==> src/rtl/mem_wb_stage_pkg.sv <==
// mem_wb_stage_pkg: shared widths, memory access encodings and wait-FSM states
// for the MEM/WB stage and its load alignment helper.
package mem_wb_stage_pkg;
    localparam int CPU_WIDTH             = 32;
    localparam int REG_ADDR_WIDTH        = 5;
    localparam int MEM_ACCESS_TYPE_WIDTH = 3;
    localparam logic [MEM_ACCESS_TYPE_WIDTH-1:0] MEM_ACCESS_TYPE_NONE       = 3'd0;
    localparam logic [MEM_ACCESS_TYPE_WIDTH-1:0] MEM_ACCESS_TYPE_READ_BYTE  = 3'd1;
    localparam logic [MEM_ACCESS_TYPE_WIDTH-1:0] MEM_ACCESS_TYPE_READ_HALF  = 3'd2;
    localparam logic [MEM_ACCESS_TYPE_WIDTH-1:0] MEM_ACCESS_TYPE_READ_WORD  = 3'd3;
    localparam logic [MEM_ACCESS_TYPE_WIDTH-1:0] MEM_ACCESS_TYPE_WRITE_BYTE = 3'd4;
    localparam logic [MEM_ACCESS_TYPE_WIDTH-1:0] MEM_ACCESS_TYPE_WRITE_HALF = 3'd5;
    localparam logic [MEM_ACCESS_TYPE_WIDTH-1:0] MEM_ACCESS_TYPE_WRITE_WORD = 3'd6;
    typedef enum logic {ST_RUN, ST_WAIT_MEM} state_t;
    function automatic logic is_read(input logic [MEM_ACCESS_TYPE_WIDTH-1:0] t);
        return t == MEM_ACCESS_TYPE_READ_BYTE || t == MEM_ACCESS_TYPE_READ_HALF ||
               t == MEM_ACCESS_TYPE_READ_WORD;
    endfunction
endpackage

==> src/rtl/mem_wb_stage_if.sv <==
// mem_wb_stage_if: EX/MEM bundle, dmem response, flush, stall request and
// write-back / forwarding taps of the MEM/WB stage.
// slave = the stage itself, master = the surrounding pipeline.
// instret exists only when MEM_WB_INSTRET_EN is defined.
interface mem_wb_stage_if;
    import mem_wb_stage_pkg::*;
    logic                             ex_mem_valid;
    logic                             ex_mem_reg_wen;
    logic [REG_ADDR_WIDTH-1:0]        ex_mem_reg_waddr;
    logic [CPU_WIDTH-1:0]             ex_mem_alu_result;
    logic [MEM_ACCESS_TYPE_WIDTH-1:0] ex_mem_mem_access_type;
    logic                             ex_mem_mem_sign_ext;
    logic [CPU_WIDTH-1:0]             dmem_rdata;
    logic                             dmem_rvalid;
    logic                             flush;
    logic                             mem_stall_req;
    logic                             reg_wen;
    logic [REG_ADDR_WIDTH-1:0]        reg_waddr;
    logic [CPU_WIDTH-1:0]             reg_wdata;
    logic [REG_ADDR_WIDTH-1:0]        wb_forward_addr;
    logic [CPU_WIDTH-1:0]             wb_forward_data;
    logic [CPU_WIDTH-1:0]             wb_forward_data_mem_rdata;
    logic [MEM_ACCESS_TYPE_WIDTH-1:0] mem_wb_mem_access_type;
    logic                             mem_wb_mem_sign_ext;
    logic                             load_fault;
`ifdef MEM_WB_INSTRET_EN
    logic [63:0]                      instret;
`endif
    modport slave (
        input  ex_mem_valid, ex_mem_reg_wen, ex_mem_reg_waddr, ex_mem_alu_result,
               ex_mem_mem_access_type, ex_mem_mem_sign_ext, dmem_rdata, dmem_rvalid, flush,
`ifdef MEM_WB_INSTRET_EN
        output instret,
`endif
        output mem_stall_req, reg_wen, reg_waddr, reg_wdata, wb_forward_addr, wb_forward_data,
               wb_forward_data_mem_rdata, mem_wb_mem_access_type, mem_wb_mem_sign_ext, load_fault
    );
    modport master (
        output ex_mem_valid, ex_mem_reg_wen, ex_mem_reg_waddr, ex_mem_alu_result,
               ex_mem_mem_access_type, ex_mem_mem_sign_ext, dmem_rdata, dmem_rvalid, flush,
`ifdef MEM_WB_INSTRET_EN
        input  instret,
`endif
        input  mem_stall_req, reg_wen, reg_waddr, reg_wdata, wb_forward_addr, wb_forward_data,
               wb_forward_data_mem_rdata, mem_wb_mem_access_type, mem_wb_mem_sign_ext, load_fault
    );
endinterface

==> src/rtl/mem_wb_stage_load_align.sv <==
// mem_wb_stage_load_align: picks the byte/half lane of a raw load word and
// extends it to 32 bits; word reads and non-reads pass the word through.
// Ports: rdata_i raw word, addr_i byte offset, type_i access type,
// sign_ext_i extension select, data_o aligned result.
module mem_wb_stage_load_align
    import mem_wb_stage_pkg::*;
(
    input  logic [CPU_WIDTH-1:0]             rdata_i,
    input  logic [1:0]                       addr_i,
    input  logic [MEM_ACCESS_TYPE_WIDTH-1:0] type_i,
    input  logic                             sign_ext_i,
    output logic [CPU_WIDTH-1:0]             data_o
);
    logic [7:0]  b;
    logic [15:0] h;
    always_comb begin
        b      = rdata_i[{addr_i, 3'b000} +: 8];
        h      = addr_i[1] ? rdata_i[31:16] : rdata_i[15:0];
        data_o = type_i == MEM_ACCESS_TYPE_READ_BYTE ? {{24{sign_ext_i & b[7]}}, b} :
                 type_i == MEM_ACCESS_TYPE_READ_HALF ? {{16{sign_ext_i & h[15]}}, h} : rdata_i;
    end
endmodule

==> src/rtl/mem_wb_stage.sv <==
// mem_wb_stage: MEM/WB pipeline register with a wait FSM for late load data.
// Ports: clk, rst (sync, active-high), bus (mem_wb_stage_if.slave) carrying the
// EX/MEM bundle, dmem response, flush, stall request, regfile write port,
// forwarding taps and sticky load_fault.
// Parameters: LOAD_TIMEOUT wait cycles before a load faults; CNT_W counter width.
// Optional: MEM_WB_INSTRET_EN adds a 64-bit retired-instruction counter.
module mem_wb_stage
    import mem_wb_stage_pkg::*;
#(
    parameter int LOAD_TIMEOUT = 255,
    parameter int CNT_W        = 8
) (
    input  logic              clk,
    input  logic              rst,
    mem_wb_stage_if.slave     bus
);
    state_t                           state_q;
    logic [CNT_W-1:0]                 cnt_q;
    logic                             valid_q;
    logic                             wen_q;
    logic [REG_ADDR_WIDTH-1:0]        waddr_q;
    logic [CPU_WIDTH-1:0]             alu_q;
    logic [CPU_WIDTH-1:0]             rdata_q;
    logic [MEM_ACCESS_TYPE_WIDTH-1:0] type_q;
    logic                             sext_q;
    logic                             fault_q;
    logic                             is_load;
    logic                             timeout;
    logic                             capture;
    logic [CPU_WIDTH-1:0]             aligned;
    // A bundle is captured when no data is owed, when the data arrives, or when
    // the wait gives up; otherwise upstream is held. Stall is exactly "not capturing".
    always_comb begin
        is_load = bus.ex_mem_valid & is_read(bus.ex_mem_mem_access_type);
        timeout = state_q == ST_WAIT_MEM & ~bus.dmem_rvalid & cnt_q == CNT_W'(LOAD_TIMEOUT);
        capture = state_q == ST_RUN ? ~(is_load & ~bus.dmem_rvalid) : bus.dmem_rvalid | timeout;
    end
    always_ff @(posedge clk) begin
        if (rst) begin
            state_q <= ST_RUN;
            cnt_q   <= '0;
            valid_q <= 1'b0;
            wen_q   <= 1'b0;
            waddr_q <= '0;
            alu_q   <= '0;
            rdata_q <= '0;
            type_q  <= MEM_ACCESS_TYPE_NONE;
            sext_q  <= 1'b0;
            fault_q <= 1'b0;
        end else if (bus.flush) begin
            state_q <= ST_RUN;
            cnt_q   <= '0;
            valid_q <= 1'b0;
            type_q  <= MEM_ACCESS_TYPE_NONE;
        end else if (capture) begin
            state_q <= ST_RUN;
            cnt_q   <= '0;
            valid_q <= bus.ex_mem_valid;
            wen_q   <= bus.ex_mem_reg_wen & ~timeout;
            waddr_q <= bus.ex_mem_reg_waddr;
            alu_q   <= bus.ex_mem_alu_result;
            rdata_q <= bus.dmem_rdata;
            type_q  <= bus.ex_mem_valid ? bus.ex_mem_mem_access_type : MEM_ACCESS_TYPE_NONE;
            sext_q  <= bus.ex_mem_mem_sign_ext;
            fault_q <= fault_q | timeout;
        end else begin
            state_q <= ST_WAIT_MEM;
            cnt_q   <= state_q == ST_RUN ? CNT_W'(1) : cnt_q + CNT_W'(1);
            valid_q <= 1'b0;
            type_q  <= MEM_ACCESS_TYPE_NONE;
        end
    end
`ifdef MEM_WB_INSTRET_EN
    logic [63:0] instret_q;
    always_ff @(posedge clk) begin
        if (rst)
            instret_q <= '0;
        else if (~bus.flush & capture & bus.ex_mem_valid & ~timeout)
            instret_q <= instret_q + 64'd1;
    end
    assign bus.instret = instret_q;
`endif
    mem_wb_stage_load_align u_load_align (
        .rdata_i    (rdata_q),
        .addr_i     (alu_q[1:0]),
        .type_i     (type_q),
        .sign_ext_i (sext_q),
        .data_o     (aligned)
    );
    assign bus.mem_stall_req             = ~bus.flush & ~capture;
    assign bus.reg_wen                   = valid_q & wen_q & |waddr_q;
    assign bus.reg_waddr                 = waddr_q;
    assign bus.reg_wdata                 = is_read(type_q) ? aligned : alu_q;
    assign bus.wb_forward_addr           = bus.reg_wen ? waddr_q : '0;
    assign bus.wb_forward_data           = alu_q;
    assign bus.wb_forward_data_mem_rdata = rdata_q;
    assign bus.mem_wb_mem_access_type    = type_q;
    assign bus.mem_wb_mem_sign_ext       = sext_q;
    assign bus.load_fault                = fault_q;
endmodule

==> src/flat_wrapper.sv <==
// flat-port wrapper written by rule: the top's interface ports become plain ports
module mem_wb_stage_flat import mem_wb_stage_pkg::*;
#(
    parameter int LOAD_TIMEOUT = 255,
    parameter int CNT_W        = 8
)
  (clk, rst, bus_ex_mem_valid, bus_ex_mem_reg_wen, bus_ex_mem_reg_waddr, bus_ex_mem_alu_result, bus_ex_mem_mem_access_type, bus_ex_mem_mem_sign_ext, bus_dmem_rdata, bus_dmem_rvalid, bus_flush, bus_mem_stall_req, bus_reg_wen, bus_reg_waddr, bus_reg_wdata, bus_wb_forward_addr, bus_wb_forward_data, bus_wb_forward_data_mem_rdata, bus_mem_wb_mem_access_type, bus_mem_wb_mem_sign_ext, bus_load_fault);
  mem_wb_stage_if bus_i ();
  input  logic clk;
  input  logic rst;
  input wire logic [$bits(bus_i.ex_mem_valid)-1:0] bus_ex_mem_valid;
  input wire logic [$bits(bus_i.ex_mem_reg_wen)-1:0] bus_ex_mem_reg_wen;
  input wire logic [$bits(bus_i.ex_mem_reg_waddr)-1:0] bus_ex_mem_reg_waddr;
  input wire logic [$bits(bus_i.ex_mem_alu_result)-1:0] bus_ex_mem_alu_result;
  input wire logic [$bits(bus_i.ex_mem_mem_access_type)-1:0] bus_ex_mem_mem_access_type;
  input wire logic [$bits(bus_i.ex_mem_mem_sign_ext)-1:0] bus_ex_mem_mem_sign_ext;
  input wire logic [$bits(bus_i.dmem_rdata)-1:0] bus_dmem_rdata;
  input wire logic [$bits(bus_i.dmem_rvalid)-1:0] bus_dmem_rvalid;
  input wire logic [$bits(bus_i.flush)-1:0] bus_flush;
  output wire logic [$bits(bus_i.mem_stall_req)-1:0] bus_mem_stall_req;
  output wire logic [$bits(bus_i.reg_wen)-1:0] bus_reg_wen;
  output wire logic [$bits(bus_i.reg_waddr)-1:0] bus_reg_waddr;
  output wire logic [$bits(bus_i.reg_wdata)-1:0] bus_reg_wdata;
  output wire logic [$bits(bus_i.wb_forward_addr)-1:0] bus_wb_forward_addr;
  output wire logic [$bits(bus_i.wb_forward_data)-1:0] bus_wb_forward_data;
  output wire logic [$bits(bus_i.wb_forward_data_mem_rdata)-1:0] bus_wb_forward_data_mem_rdata;
  output wire logic [$bits(bus_i.mem_wb_mem_access_type)-1:0] bus_mem_wb_mem_access_type;
  output wire logic [$bits(bus_i.mem_wb_mem_sign_ext)-1:0] bus_mem_wb_mem_sign_ext;
  output wire logic [$bits(bus_i.load_fault)-1:0] bus_load_fault;
  assign bus_i.ex_mem_valid = bus_ex_mem_valid;
  assign bus_i.ex_mem_reg_wen = bus_ex_mem_reg_wen;
  assign bus_i.ex_mem_reg_waddr = bus_ex_mem_reg_waddr;
  assign bus_i.ex_mem_alu_result = bus_ex_mem_alu_result;
  assign bus_i.ex_mem_mem_access_type = bus_ex_mem_mem_access_type;
  assign bus_i.ex_mem_mem_sign_ext = bus_ex_mem_mem_sign_ext;
  assign bus_i.dmem_rdata = bus_dmem_rdata;
  assign bus_i.dmem_rvalid = bus_dmem_rvalid;
  assign bus_i.flush = bus_flush;
  assign bus_mem_stall_req = bus_i.mem_stall_req;
  assign bus_reg_wen = bus_i.reg_wen;
  assign bus_reg_waddr = bus_i.reg_waddr;
  assign bus_reg_wdata = bus_i.reg_wdata;
  assign bus_wb_forward_addr = bus_i.wb_forward_addr;
  assign bus_wb_forward_data = bus_i.wb_forward_data;
  assign bus_wb_forward_data_mem_rdata = bus_i.wb_forward_data_mem_rdata;
  assign bus_mem_wb_mem_access_type = bus_i.mem_wb_mem_access_type;
  assign bus_mem_wb_mem_sign_ext = bus_i.mem_wb_mem_sign_ext;
  assign bus_load_fault = bus_i.load_fault;
  mem_wb_stage #(.LOAD_TIMEOUT(LOAD_TIMEOUT), .CNT_W(CNT_W)) u_core (.clk(clk), .rst(rst), .bus(bus_i));
endmodule
==> config.mk <==
export PLATFORM = sky130hd
export DESIGN_NAME = mem_wb_stage_flat
export DESIGN_NICKNAME = d
export VERILOG_FILES = /design/src/rtl/mem_wb_stage_pkg.sv /design/src/rtl/mem_wb_stage_if.sv /design/src/rtl/mem_wb_stage_load_align.sv /design/src/rtl/mem_wb_stage.sv /design/src/flat_wrapper.sv
export SDC_FILE = /design/constraint.sdc
export NUM_CORES = 1
export LEC_CHECK = 0
export BUFFER_PORTS_ARGS = -buffer_cell sky130_fd_sc_hd__buf_4
export CAP_MARGIN = 20
export CORE_MARGIN = 2
export CORE_UTILIZATION = 43
export CTS_CLUSTER_SIZE = 24
export DETAILED_ROUTE_END_ITERATION = 8
export PLACE_DENSITY = 0.8
export SYNTH_ARGS = -nofsm -noshare
export SYNTH_HDL_FRONTEND = slang
export SYNTH_SLANG_ARGS = --single-unit
export TNS_END_PERCENT = 50
==> constraint.sdc <==
create_clock -name clk -period 5.4 [get_ports clk]
set_clock_uncertainty 0.1 [all_clocks]
set_input_delay 0.27 -clock clk [delete_from_list [all_inputs] [get_ports clk]]
set_output_delay 0.27 -clock clk [all_outputs]
set_load 0.01 [all_outputs]
==> results of run 1 <==
==> cells by family (layout without fill, tap and decap cells) <==
logic type      after synthesis  in the layout  synth area share (%)
compound gates               62             62                  10.8
xor+xnor                      6              6                  1.19
fa+ha+maj                     1              1                 0.283
buf+inv                      49            221                  4.92
flops                        85             85                  38.4
mux                          97             97                  23.8
simple gates                218            218                  20.5
==> layout by cell type, fill, tap and decap left out, types with 3 or more instances in the layout <==
cell and count:
buf_4 195, nand2_1 165, dfxtp_1 85, mux2i_1 84, o22a_1 24, nor2_1 22, a21oi_2 10, a21oi_1 9
clkbuf_8 9, inv_1 8, mux2_2 7, and3_1 7, mux4_2 6, o21ai_0 6, nand3_1 5, a22oi_1 5
xor2_1 5, and4_1 4, nor3_1 3
==> area by class of cell <==
| cell class | count | area, um2 | area share, % |
|---|---|---|---|
| multi-input cells | 384 | 2530 | 41.2 |
| flip-flops and latches | 85 | 1700 | 27.6 |
| repair buffers | 197 | 1510 | 24.5 |
| clock inverters | 4 | 73.8 | 1.20 |
| inverters | 9 | 36.3 | 0.590 |
| clock buffers | 11 | 131 | 2.13 |
| well taps | 136 | 170 | 2.76 |
==> path summary, 6_finish.rpt <==
check,from,end,slack (ps),cells past startpoint
worst max-delay path,u_core.bus.mem_wb_mem_access_type[1],bus_reg_wdata[20],2200,5
worst min-delay path,rst,u_core.state_q,30,2
worst max register to register,u_core.cnt_q[0],u_core.bus.wb_forward_data_mem_rdata[31],3020,6
worst min register to register,u_core.bus.wb_forward_data[10],u_core.bus.wb_forward_data[10],390,2
==> stage by stage <==
step | instance area [um2] | total power (W) | instances | util [%] | setup WS (ps)
floorplan | 4430 | 0.000886 | 518 | - | 3190
global placement | 5910 | 0.00106 | 809 | 58.3 | 2300
detailed placement | 5910 | 0.00106 | 809 | 58.3 | 2040
CTS | 6110 | 0.00154 | 824 | 60.3 | 1660
global route | 6150 | 0.00160 | 826 | 60.7 | 2030
finish | 6150 | 0.00153 | 826 | 60.7 | 2200
==> power by group through the flow <==
stage | Combinational [W] | Sequential [W] | Clock, W
floorplan | 0.000162 | 0.000724 | 0
global placement | 0.000329 | 0.000726 | 0
detailed placement | 0.000334 | 0.000729 | 0
CTS | 0.000336 | 0.000714 | 0.000492
global route | 0.000363 | 0.000720 | 0.000513
finish | 0.000336 | 0.000715 | 0.000479
==> critical path, delay by kind of cell (launching register included) <==
kind                   cells  cell delay [ps]
DFF                        1              450
AOI/OAI and AO/OA          2              540
and+or+nand+nor            2             1380
buffers and inverters      1              120
==> metal layers <==
metal,share of wire (%),routed length [um]
met3,7.1,965
met4,1.8,240
met5,0,0
met1,43,5760
met2,48,6550
==> flip-flops by register name (all words and copies together) (netlist names) <==
register and flops:
u_core.bus.mem_wb_mem_access_type 3, u_core.bus.wb_forward_data 32, u_core.cnt_q 8, u_core.bus.load_fault 1, u_core.bus.reg_waddr 5, u_core.valid_q 1
u_core.bus.mem_wb_mem_sign_ext 1, u_core.bus.wb_forward_data_mem_rdata 32, u_core.state_q 1, u_core.wen_q 1
==> impl_metrics.yaml, run 1 <==
yosys:
  synth.avg_cell_area_um2: 8.55
  synthTopCellsByArea: "dfxtp_1, mux2i_1, nand2_1"
  ys_seq_elements: 85
  yosys.cell_count.top_type: "nand2_1"
  synth.distinct_cells: 39
  synthFlopType: "dfxtp_1"
  synth.top_cell.area_share_pct: 38.4
  seq_area_frac_synth_pct: 38.4
  async_flop_share_pct: 0
  synth_top_area_cell: "dfxtp_1"
  synth_edf_count: 0
  syn-cell-area_um2: 4430
  synth_nets: 598
  yosysWarningCount: 0
  ys_top_cells_by_count: "nand2_1, dfxtp_1, mux2i_1"
  netlist_instances: 518
place:
  place.port_buffers: 191
  finalWeightedCongestion: 0.860
  dp_hpwl_um: 10200
clock_network:
  cts_num_sinks: 85
  htreeDepth: 3
  cts_tree: "built"
  cts.clk_slew.worst_paths_ps: 80
  post_cts_buffers: 0
  cts_resized: 0
  clk_latency_ps: 350
  cts_buffer_depth: 2
  numCtsBuffers: 9
  ctsHoldBuffers: 0
  cts_root_buffer: "clkbuf_8"
grt:
  gr-max-usage-layer: "met2"
  grt_max_degree: 90
  antenna_found_initial: 0
  grt_usage_pct: 23.5
  gr-total-overflow: 0
  grtUsageMet1_pct: 29.9
  grtUsageMet3_pct: 5.26
  grtUsageMet2_pct: 39.7
  grt_pass1_vias: 4057
  grt_pass1_wl_um: 20900
die:
  die_w_um: 105
  pin_count: 192
  dieArea_um2: 11100
  start_util_pct: 43.7
  design.core.area_um2: 10100
  die_height_um: 105
  std_cell_rows: 37
finish:
  final_nets: 766
  diodes: 0
  area_delta_synth_final_pct: 39.0
  drive_gt1_share_pct: 34.6
  n_fill_cell: 912
setup_path:
  slowest_delay_ps: 750
  cp_slowest_cell: "or3b_1"
  arrival_ps: 2830
  end_kind: "output port"
  path_cells: "or3b_1 > or3b_1 > a21oi_1 > o22a_1 > buf_4"
  startpoint_type: "flip-flop"
  setup.worst_path.class: "flip-flop to output port"
  cp.required_ps: 5030
  path_max_fanout: 17
  cp_common_cell: "or3b_1"
power:
  seqPwrFrac_pct: 46.7
  power_leakage_nw: 2.88
  power.switching_w: 0.000424
  power.density_nw_per_um2: 249
  p_comb_share_pct: 22.0
  ir_worst_vdd_mv: 0.146
  p_clk_share_pct: 31.3
  p_int_w: 0.00111
  sw_frac_of_total_pct: 27.7
route:
  vias: 4337
  route.antenna.remaining_nets: 0
  wire_per_inst_um: 16.4
  route.detailed.drc: 0
  wirelength_um: 13500
  via_per_inst: 5.25
  drtIter0Drc: 223
  first_pass_iters: 4
timing:
  finalHoldViolations: 0
  tightest_slew_ps: 870
  timing.hold.ws_ps: 34.3
  max_freq_mhz: 312
  period_share_pct: 59.3
  finalSetupViolations: 0
  setup_tns_ps: 0
  final_max_slew_viol_count: 0
  rsz0062_at_grt: "false"
  slew_headroom_pct: 41.8
  fin_crit_ps: 3200
job:
  drv_cap: 0
status:
  outcome: "finished, final reports clean"
min_path:
  hold_path.class: "input port to flip-flop"
Power figures use the tool's default switching activity.
==> run 2: changes to the inputs <==
==> constraint.sdc (replaced) <==
create_clock -name clk -period 3.33 [get_ports clk]
set_clock_uncertainty 0.1 [all_clocks]
set_input_delay 0.1665 -clock clk [delete_from_list [all_inputs] [get_ports clk]]
set_output_delay 0.1665 -clock clk [all_outputs]
set_load 0.01 [all_outputs]
==> impl_metrics.yaml, run 2 (same netlist as run 1, synthesis figures left out) <==
status:
  outcome: "finished, final reports clean"
finish:
  seqCellArea_um2: 1700
  area_delta_synth_final_pct: 55.3
  diodes: 0
  final_nets: 840
  mostFrequentLayoutCells: "buf_4, nand2_1, dfxtp_1"
  drive_gt1_share_pct: 31.6
  final_common_cell: "buf_4"
  fin_cells: 901
  multi_input_area_um2: 2530
  n_fill_cell: 782
setup_path:
  worstReg2RegEnd: "u_core.bus.mem_wb_mem_access_type[1]"
  arrival_ps: 2810
  path_max_fanout: 17
  setup.worst_path.class: "flip-flop to output port"
  path_cells: "or3b_1 > or3b_1 > a21oi_1 > o22a_1 > buf_4"
  cp.required_ps: 3060
  cp_common_cell: "or3b_1"
  slowest_delay_ps: 760
  cp_slowest_cell: "or3b_1"
  r2r-start: "u_core.cnt_q[0]"
  cp_top_family: "simple AND/OR/NAND/NOR gates"
  end_kind: "output port"
  worst-path-buf-inv: 1
  reg2reg_depth: 6
  rrSetupSlack_ps: 970
  startpoint_type: "flip-flop"
clock_network:
  ctsHoldBuffers: 72
  cts_buffer_depth: 2
  cts_resized: 0
  clk_latency_ps: 360
  post_cts_buffers: 0
  cts_root_buffer: "clkbuf_8"
  numCtsBuffers: 9
  htreeDepth: 3
  cts_tree: "built"
  cts.clk_slew.worst_paths_ps: 80
  cts_num_sinks: 85
timing:
  slew_headroom_pct: 37.2
  timing.hold.ws_ps: 21.7
  tightest_slew_ps: 935
  finalSetupViolations: 0
  period_share_pct: 92.4
  rsz0062_at_grt: "false"
  setup_tns_ps: 0
  setup_ws_ps: 252
  final_max_slew_viol_count: 0
  max_freq_mhz: 325
  fin_crit_ps: 3080
  finalHoldViolations: 0
route:
  via_per_inst: 5.22
  vias: 4700
  first_pass_iters: 5
  route.detailed.drc: 0
  wirelength_um: 15200
  drtIter0Drc: 276
  wire_per_inst_um: 16.8
  route.antenna.remaining_nets: 0
die:
  pin_count: 192
  std_cell_rows: 37
  dieArea_um2: 11100
  start_util_pct: 43.7
  design.core.area_um2: 10100
  die_w_um: 105
  die_height_um: 105
min_path:
  hold_path.class: "input port to flip-flop"
  hold_path_depth: 2
  holdPathEnd: "u_core.bus.mem_wb_mem_access_type[2]"
  hold_start: "bus_ex_mem_mem_access_type[2]"
grt:
  grt_pass1_wl_um: 24000
  gr-max-usage-layer: "met2"
  gr-total-overflow: 0
  grt_max_degree: 57
  grtUsageMet3_pct: 6.37
  grt_pass1_vias: 4636
  antenna_found_initial: 0
  grtUsageMet1_pct: 33.0
  grt_usage_pct: 27.1
  grtUsageMet2_pct: 45.9
power:
  power.density_nw_per_um2: 373
  power_leakage_nw: 3.20
  power_w: 0.00257
  ir_worst_vdd_mv: 0.248
place:
  finalWeightedCongestion: 0.874
  place.port_buffers: 191
  pre_cts_ws_ps: 703
  dp_hpwl_um: 10500
  place_inst: 813
job:
  drv_cap: 0
run 2: cell types whose count changed in the layout (fill, tap and decap cells not counted):
cell / before / now
buf_16: 1 / 0
dlygate4sd3_1: 0 / 72
clkinv_2: 1 / 3
buf_8: 1 / 0
clkinv_4: 1 / 0
buf_4: 195 / 198
buf_12: 0 / 1
run 2: routing by layer:
| layer | vias to the layer above | share of wire (%) |
|---|---|---|
| li1 | 2260 | - |
| met5 | - | 0 |
| met1 | 2214 | 41 |
| met2 | 193 | 49 |
| met4 | 0 | 2.6 |
| met3 | 33 | 8.0 |
run 2: layout make-up:
type	count	area share [%]
timing repair buffer	271	32.4
clock buffer	11	1.91
inverter	9	0.528
sequential	85	24.7
multi-input combinational	384	36.9
tap	136	2.47
clock inverter	5	1.09
run 2: how the worst max path moves through the flow:
stage / from / end / slack [ps] / cells after the start
after floorplan: u_core.bus.mem_wb_mem_access_type[1] / bus_reg_wdata[21] / 1230 / 7
after global placement: u_core.bus.mem_wb_mem_access_type[1] / bus_reg_wdata[20] / 870 / 5
after detailed placement: u_core.bus.mem_wb_mem_access_type[1] / bus_reg_wdata[18] / 700 / 5
after CTS: u_core.bus.mem_wb_mem_access_type[1] / bus_reg_wdata[18] / 290 / 5
after global routing: u_core.bus.mem_wb_mem_access_type[1] / bus_reg_wdata[18] / 180 / 5
final: u_core.bus.mem_wb_mem_access_type[1] / bus_reg_wdata[18] / 250 / 5
run 2: report_power, final:
group	internal, W	switching (W)	total [W]
Sequential	0.00108	0.0000819	0.00116
Clock	0.000419	0.000361	0.000781
Combinational	0.000354	0.000272	0.000627
Total	0.00185	0.000716	0.00257
run 2: per-stage QoR:
stage	cell area, um2	util (%)
after floorplan	4430	-
after global placement	5950	58.7
after detailed placement	5950	58.7
after CTS	6880	67.8
after global routing	6880	67.8
final	6880	67.8
